[config.mk]
export PLATFORM = sky130hd
export DESIGN_NAME = hist_peak_finder
export DESIGN_NICKNAME = d
export VERILOG_FILES = /design/src/rtl/hist_peak_finder_pkg.sv /design/src/rtl/hist_peak_cmp.sv /design/src/rtl/hist_peak_finder.sv
export SDC_FILE = /design/constraint.sdc
export NUM_CORES = 1
export LEC_CHECK = 0
export CAP_MARGIN = 20
export CORE_MARGIN = 10
export CORE_UTILIZATION = 56
export DETAILED_ROUTE_END_ITERATION = 6
export PLACE_DENSITY = 0.85
export SLEW_MARGIN = 25
export SYNTH_ARGS = -nofsm -noshare
export SYNTH_HDL_FRONTEND = slang
export SYNTH_SLANG_ARGS = --single-unit
[constraint.sdc]
create_clock -name clk -period 2.9 [get_ports clk]
set_input_delay 0.58 -clock clk [delete_from_list [all_inputs] [get_ports clk]]
set_output_delay 0.58 -clock clk [all_outputs]
set_load 0.005 [all_outputs]
[src/rtl/hist_peak_finder_pkg.sv]
// Shared defaults and FSM encoding for the histogram peak finder.
// Optional build macro used by this block: PEAK_THRESH_EN.
package hist_peak_finder_pkg;

  localparam int NB_DEF     = 5;  // Nb: bin address width
  localparam int CW_DEF     = 8;  // peakMax: bin count width
  localparam int PIXELS_DEF = 3;  // PIXEL_NUM_PER_RAM
  localparam int PW_DEF     = 2;  // pixel index width, 2**PW >= PIXELS

  typedef enum logic {
    SCAN = 1'b0,
    HOLD = 1'b1
  } state_e;

endpackage

[src/rtl/hist_peak_cmp.sv]
// Running-maximum select: picks the incoming bin or keeps the stored peak.
// The first bin of a pixel always loads; ties keep the lower (stored) address.
module hist_peak_cmp #(
  parameter int NB = 5,
  parameter int CW = 8
) (
  input  logic [CW-1:0] bin_count,
  input  logic [NB-1:0] bin_addr,
  input  logic [CW-1:0] max_cnt,
  input  logic [NB-1:0] max_addr,
  output logic [CW-1:0] sel_cnt,
  output logic [NB-1:0] sel_addr
);

  logic take;

  assign take     = (bin_addr == '0) || (bin_count > max_cnt);
  assign sel_cnt  = take ? bin_count : max_cnt;
  assign sel_addr = take ? bin_addr  : max_addr;

endmodule

[src/rtl/hist_peak_finder.sv]
// Per-pixel histogram peak finder: scans a bin-count stream, emits one peak record per pixel.
// Optional build macro: PEAK_THRESH_EN adds peak_thresh input and no_peak output.
module hist_peak_finder
  import hist_peak_finder_pkg::*;
#(
  parameter int NB     = NB_DEF,
  parameter int CW     = CW_DEF,
  parameter int PIXELS = PIXELS_DEF,
  parameter int PW     = PW_DEF
) (
  input  logic          clk,
  input  logic          res,
  input  logic          bin_valid,
  output logic          bin_ready,
  input  logic [CW-1:0] bin_count,
  input  logic          bin_last,
  output logic          peak_valid,
  input  logic          peak_ready,
  output logic [PW-1:0] peak_pixel,
  output logic [NB-1:0] peak_bin,
  output logic [CW-1:0] peak_count,
  output logic          len_err,
  output logic          frame_done,
`ifdef PEAK_THRESH_EN
  input  logic [CW-1:0] peak_thresh,
  output logic          no_peak,
`endif
  output state_e        dbg_state
);

  // Handshake: a bin moves on bin_valid && bin_ready, a record on peak_valid && peak_ready;
  // peak_* are held constant from peak_valid rising until the record is taken.

  state_e        state, state_nxt;
  logic          ready_en;
  logic [NB-1:0] bin_addr;
  logic [PW-1:0] pix_idx;
  logic [CW-1:0] max_cnt;
  logic [NB-1:0] max_addr;
  logic [CW-1:0] sel_cnt;
  logic [NB-1:0] sel_addr;
  logic          addr_top;
  logic          bin_fire;
  logic          peak_fire;

  assign addr_top  = (bin_addr == {NB{1'b1}});
  assign bin_fire  = bin_valid && bin_ready;
  assign peak_fire = peak_valid && peak_ready;
  assign dbg_state = state;

  hist_peak_cmp #(.NB(NB), .CW(CW)) u_cmp (
    .bin_count (bin_count),
    .bin_addr  (bin_addr),
    .max_cnt   (max_cnt),
    .max_addr  (max_addr),
    .sel_cnt   (sel_cnt),
    .sel_addr  (sel_addr)
  );

  always_ff @(posedge clk or negedge res) begin
    if (!res) state <= SCAN;
    else      state <= state_nxt;
  end

  // ready_en holds bin_ready low for the first cycle out of reset.
  always_comb begin
    state_nxt  = state;
    bin_ready  = 1'b0;
    peak_valid = 1'b0;
    case (state)
      SCAN: begin
        bin_ready = ready_en;
        if (ready_en && bin_valid && (bin_last || addr_top)) state_nxt = HOLD;
      end
      HOLD: begin
        peak_valid = 1'b1;
        if (peak_ready) state_nxt = SCAN;
      end
      default: state_nxt = SCAN;
    endcase
  end

  always_ff @(posedge clk or negedge res) begin
    if (!res) begin
      ready_en   <= 1'b0;
      bin_addr   <= '0;
      pix_idx    <= '0;
      max_cnt    <= '0;
      max_addr   <= '0;
      peak_pixel <= '0;
      peak_bin   <= '0;
      peak_count <= '0;
      len_err    <= 1'b0;
      frame_done <= 1'b0;
`ifdef PEAK_THRESH_EN
      no_peak    <= 1'b0;
`endif
    end else begin
      ready_en   <= 1'b1;
      frame_done <= 1'b0;
      if (bin_fire) begin
        max_cnt  <= sel_cnt;
        max_addr <= sel_addr;
        bin_addr <= bin_addr + NB'(1);
        if (bin_last || addr_top) begin
          // The closing bin is already folded into sel_*, so the record is final here.
          peak_pixel <= pix_idx;
          peak_bin   <= sel_addr;
          peak_count <= sel_cnt;
          if (addr_top && !bin_last) len_err <= 1'b1;
`ifdef PEAK_THRESH_EN
          no_peak    <= (sel_cnt < peak_thresh);
`endif
        end
      end
      if (peak_fire) begin
        bin_addr   <= '0;
        pix_idx    <= (pix_idx == PW'(PIXELS - 1)) ? '0 : pix_idx + PW'(1);
        frame_done <= (peak_pixel == PW'(PIXELS - 1));
      end
    end
  end

endmodule

-- Word-level counts from Yosys, hierarchy flattened
Index checks and enable logic that the tools add are counted.
- bits in read-only memories: 0
- output and inout port bits: 20
- bits in latches: 0
- flip-flop bits (word level): 39
- memory bits (writable): 0
- memories: 0
- input bits: 13
- shift-type cells: 0
- mux-type cells: 11
- eq/ne operators: 3
- divide/modulo/power cells: 0
- bitwise gates (word level): 1
- $add $sub $neg: 2
- magnitude comparators: 1
- reduce and logical (&&, ||, !) cells: 12
- multipliers: 0
- operator list (operator ; number):
    $mux W5 ; 3
    $gt A8 B8 Y1 ; 1
    $mux W8 ; 1
    $add A5 B1 Y5 const B ; 1
    $eq A5 B5 Y1 const B ; 1
    $logic_and A1 B1 Y1 ; 5
    $logic_not A5 Y1 ; 1
    $mux W1 ; 5
    $eq A2 B2 Y1 const B ; 2
    $reduce_and A3 Y1 ; 1
    $add A2 B1 Y2 const B ; 1
    $logic_or A1 B1 Y1 ; 2
    $mux W2 ; 1
    $pmux W1 S2 ; 1
    $reduce_and A2 Y1 ; 1
    $reduce_bool A2 Y1 ; 1
    $logic_not A1 Y1 ; 1
    $not A1 Y1 ; 1

-- Logic depth before layout (Yosys ltp)
- depth after elaboration: 5
- mapped depth: 8

-- Cells and area by module
A second synthesis with hierarchy kept.
- cells, all modules: 190
- area total of the unflattened synthesis: 2010.7 µm²
- by module, submodules not included (module ; instances ; seq. area each (µm²) ; cells an instance ; area each (µm²)):
    hist_peak_finder ; 1 ; 975.9 ; 134 ; 1595.3
    hist_peak_cmp ; 1 ; 0.0 ; 56 ; 415.4

-- Least setup slack after synthesis
Ideal clock, no wire load.
- path type: input -> register
- start: input bin_count[7]
- end: register max_addr[0]
- data arrival time: 2.038 ns
- path slack: 0.737 ns
- setup time: 0.125 ns
- buffers on the path: 1
- data required time: 2.775 ns
- cell stages on the path: 7
- cells stage by stage: ha_1 nand4_1 nor2_2 a211oi_2 o21ai_4 buf_6 mux2_4
- word-level cells in the longest chain between the ends: 3
- RTL lines (item ; RTL line ; text):
    from (decl) ; hist_peak_finder.sv:15 ; input logic [CW-1:0] bin_count,
    $gt A8 B8 Y1 ; hist_peak_cmp.sv:17 ; assign take = (bin_addr == '0) || (bin_count > max_cnt);
    $logic_or A1 B1 Y1 ; hist_peak_cmp.sv:17 ;
    $mux W5 ; hist_peak_cmp.sv:19 ; assign sel_addr = take ? bin_addr : max_addr;
    to (signal assigned) ; hist_peak_finder.sv:103 ; max_addr <= sel_addr;
    to (decl) ; hist_peak_finder.sv:39 ; logic [NB-1:0] max_addr;
No other way between the ends.
A chain may end at the register's enable or synchronous reset.

-- Worst setup path in the final report
- start: input bin_count[7]
- end: register max_cnt[7]
- word-level cells in the longest chain between the ends: 3
- RTL lines (item ; RTL line ; text):
    $gt A8 B8 Y1 ; hist_peak_cmp.sv:17 ;
    $logic_or A1 B1 Y1 ; hist_peak_cmp.sv:17 ;
    $mux W8 * ; hist_peak_cmp.sv:18 ; assign sel_cnt = take ? bin_count : max_cnt;
    to (signal assigned) ; hist_peak_finder.sv:102 ; max_cnt <= sel_cnt;
    to (decl) ; hist_peak_finder.sv:38 ; logic [CW-1:0] max_cnt;
Every way passes the cells marked *; elsewhere a longest branch is shown, timed or not.

==> impl_metrics.csv <==
group,metric,value,unit
sta,fin_tns_setup,0,ns
synthesis,async_flop_share,100,%
clock_tree,post_cts_resized,0,
grt,grt_use_total,15.4,%
pwr,p_switching,816,µW
clock_tree,cts_setup_buffers,0,
detailed_routing,avgRoutedWirePerCell,16.4,µm
synthesis,synth_top_area_share,49.5,%
worst_setup_path,end_kind,"flop",
detailed_routing,viasPerCell,5.77,
placement,portBuffers,32,
pwr,internal-power,1470,µW
synthesis,ys_seq_elements,39,
floorplan,die_x,79.3,µm
floorplan,boundaryPins,33,
synthesis,synth-compound-area-share,18.3,%
sta,skew,0.00883,ns
worst_setup_path,critPathMaxFanout,6,
synthesis,yosys_warnings,0,
synthesis,yosys.area.top_type,"dfrtp_1",
detailed_routing,drc,0,
synthesis,yosysSeqAreaShare,49.5,%
layout,insertedDiodeCount,0,
clock_tree,htreeDepth,2,
grt,overflow,0,
clock_tree,cts_root_buffer,"clkbuf_4",
synthesis,synth_cell_types,35,
clock_tree,cts_hold_buffers,0,
layout,drive_above_1_share,14.5,%
layout,syn_to_final_growth,23.4,%
clock_tree,cts_tree,"yes",
synthesis,synth_top_family_by_area,"compound AO/OA/AOI/OAI gates",
detailed_routing,drtIter0Drc,180,
synthesis,synth_flop_cell,"dfrtp_1",
synthesis,synth_nets,215,
synthesis,synthMuxAreaShare,7.61,%
detailed_routing,drtAntennaViolNets,0,
sta,hold_viol_final,0,
sta,min_period_over_period,85.2,%
pwr,p_leak,0.00110,µW
synthesis,synth.area.top_cells,"dfrtp_1 49%, ha_1 7.0%, mux2_4 5.3%, a31oi_1 4.1%, a21oi_1 4.1%",
pwr,swShare,35.7,%
worst_setup_path,timing.rr.end,"max_cnt[7]",
worst_setup_path,crit_type,"input pin to flop",
floorplan,initial_core_util,58.6,%
pwr,p_comb_share,43.1,%
synthesis,yosys.area_share.xor_xnor,1.33,%
floorplan,dieHeight,79.3,µm
pwr,vdd_drop_max,0.000452,V
sta,period_needed,2.47,ns
grt,grt_pass1_vias,1628,
worst_setup_path,r2r_slack,0.68,ns
worst_setup_path,critPathLaunch,"bin_count[7]",
worst_setup_path,cp.required,3.14,ns
pwr,power,2280,µW
sta,setup_viol,0,
floorplan,dieArea,6290,µm²
placement,dpl.hpwl,3160,µm
sta,worst_slew_pin_slew,0.836,ns
synthesis,syn_area,1970,µm²
synthesis,synth_fa_ha_area_share,6.98,%
worst_setup_path,reg2reg_from,"max_cnt[7]",
pwr,power_density,939,nW/µm²
worst_setup_path,r2r_cells,8,
layout,nets,251,
sta,fmax,405,MHz
clock_tree,clk_latency,0.35,ns
worst_setup_path,crit_arrival,2.71,ns
pwr,p_seq_share,40.1,%
outcome,outcome,"finished clean",
detailed_routing,routed_wl,4490,µm
synthesis,yosys.area_share.simple,11.0,%
placement,place_congestion,0.805,
grt,grt_pass1_wl,7830,µm
floorplan,num_rows,21,
detailed_routing,vias,1580,
sta,maxSlewViolCount,0,
layout,layout.cells.most_common,"dfrtp_1",
grt,antenna_found_initial,0,
clock_tree,cts_buffers,5,
flow_run,max_cap_viol_count,0,
detailed_routing,dr.pass1.iters,5,
pwr,clockPowerShare,16.8,%
synthesis,syn_inst,191,
synthesis,synth_edf_count,0,
clock_tree,clockBufferDepth,2,
floorplan,core_area,3360,µm²
min_path,hold_class,"input pin to asynchronous set/reset pin",
worst_setup_path,cp-start-kind,"input pin",
sta,maxSlewHeadroom,44.3,%
clock_tree,clock-sinks,39,
layout,final_cell_mix,"39 x dfrtp_1, 31 x clkdlybuf4s50_1, 17 x nand2_1",
grt,grt_max_degree,40,
synthesis,syn_avg_cell_area,10.3,µm²
sta,rsz0062_at_grt,"false",
clock_tree,cts.clk_slew.worst_paths,0.12,ns
[worst max path at each step]
stage	slack, ns	endpoint
6_report	0.43	max_cnt[7]
3_5_place_dp	0.07	max_cnt[7]
4_1_cts	0.45	max_cnt[7]
5_1_grt	0.31	max_addr[1]
2_1_floorplan	0.74	max_addr[0]
3_3_place_gp	0.17	max_cnt[7]
[metal layers]
metal  wire length (µm)  GRT usage (%)
met5                  0              0
met4                 43           5.73
met3                347           5.29
met2               2100           23.8
met1               2000           19.3
[Yosys cell counts, types with 2 or more instances]
| library cell | instances |
|---|---|
| a31oi_1 | 13 |
| mux2_4 | 7 |
| a32o_1 | 3 |
| mux2_2 | 2 |
| nor2_1 | 15 |
| inv_1 | 12 |
| xor2_1 | 2 |
| nor2b_1 | 2 |
| mux2_1 | 2 |
| nand2_1 | 17 |
| o21ai_0 | 16 |
| buf_2 | 5 |
| a21oi_1 | 16 |
| clkbuf_1 | 3 |
| dfrtp_1 | 39 |
| ha_1 | 11 |
| nand4_1 | 6 |
| o21a_1 | 3 |
[flip-flops by register name, summed over array words and instances, names as in the netlist]
signal	flops
len_err	1
bin_addr	5
peak_pixel	2
ready_en	1
peak_bin	5
frame_done	1
dbg_state	1
pix_idx	2
max_cnt	8
max_addr	5
peak_count	8
[area by class of cell]
class	count	area, µm²
fill	272	931
tap	46	57.6
timing repair buffer	39	368
multi-input combinational	130	900
clock buffer	6	51.3
inverter	12	45.0
sequential	39	976
clock inverter	2	35.0
[worst max-delay path, cell delays in order]
cell and delay [ns]:
clkdlybuf4s50_1 0.44, ha_1 0.33, nand4_1 0.19, nor2_2 0.28, o21ai_2 0.14, o21ai_4 0.21
buf_4 0.22, mux2_4 0.31
[kinds of logic after synthesis]
family	count (synthesis)
flops	39
buf+inv	22
other cells	1
simple gates	46
mux	11
fa+ha+maj	11
xor+xnor	3
compound gates	58
[power groups by stage]
stage | registers [µW] | logic (µW) | clock network, µW
4_1_cts | 917 | 989 | 392
3_5_place_dp | 928 | 971 | 0
6_report | 916 | 984 | 384
5_1_grt | 946 | 1100 | 412
3_3_place_gp | 911 | 939 | 0
2_1_floorplan | 894 | 593 | 0
[per-stage QoR]
step                utilization, %  cells  instance area (µm²)  hold WS, ns  setup WS [ns]
floorplan                        -    191                 1970        0.284          0.737
global placement              69.6    266                 2340        0.451          0.172
detailed placement            69.6    266                 2340        0.458         0.0736
CTS                           72.2    274                 2430        0.330          0.447
global route                  72.3    274                 2430        0.368          0.314
finish                        72.3    274                 2430        0.307          0.430
Power figures use the tool's default switching activity.
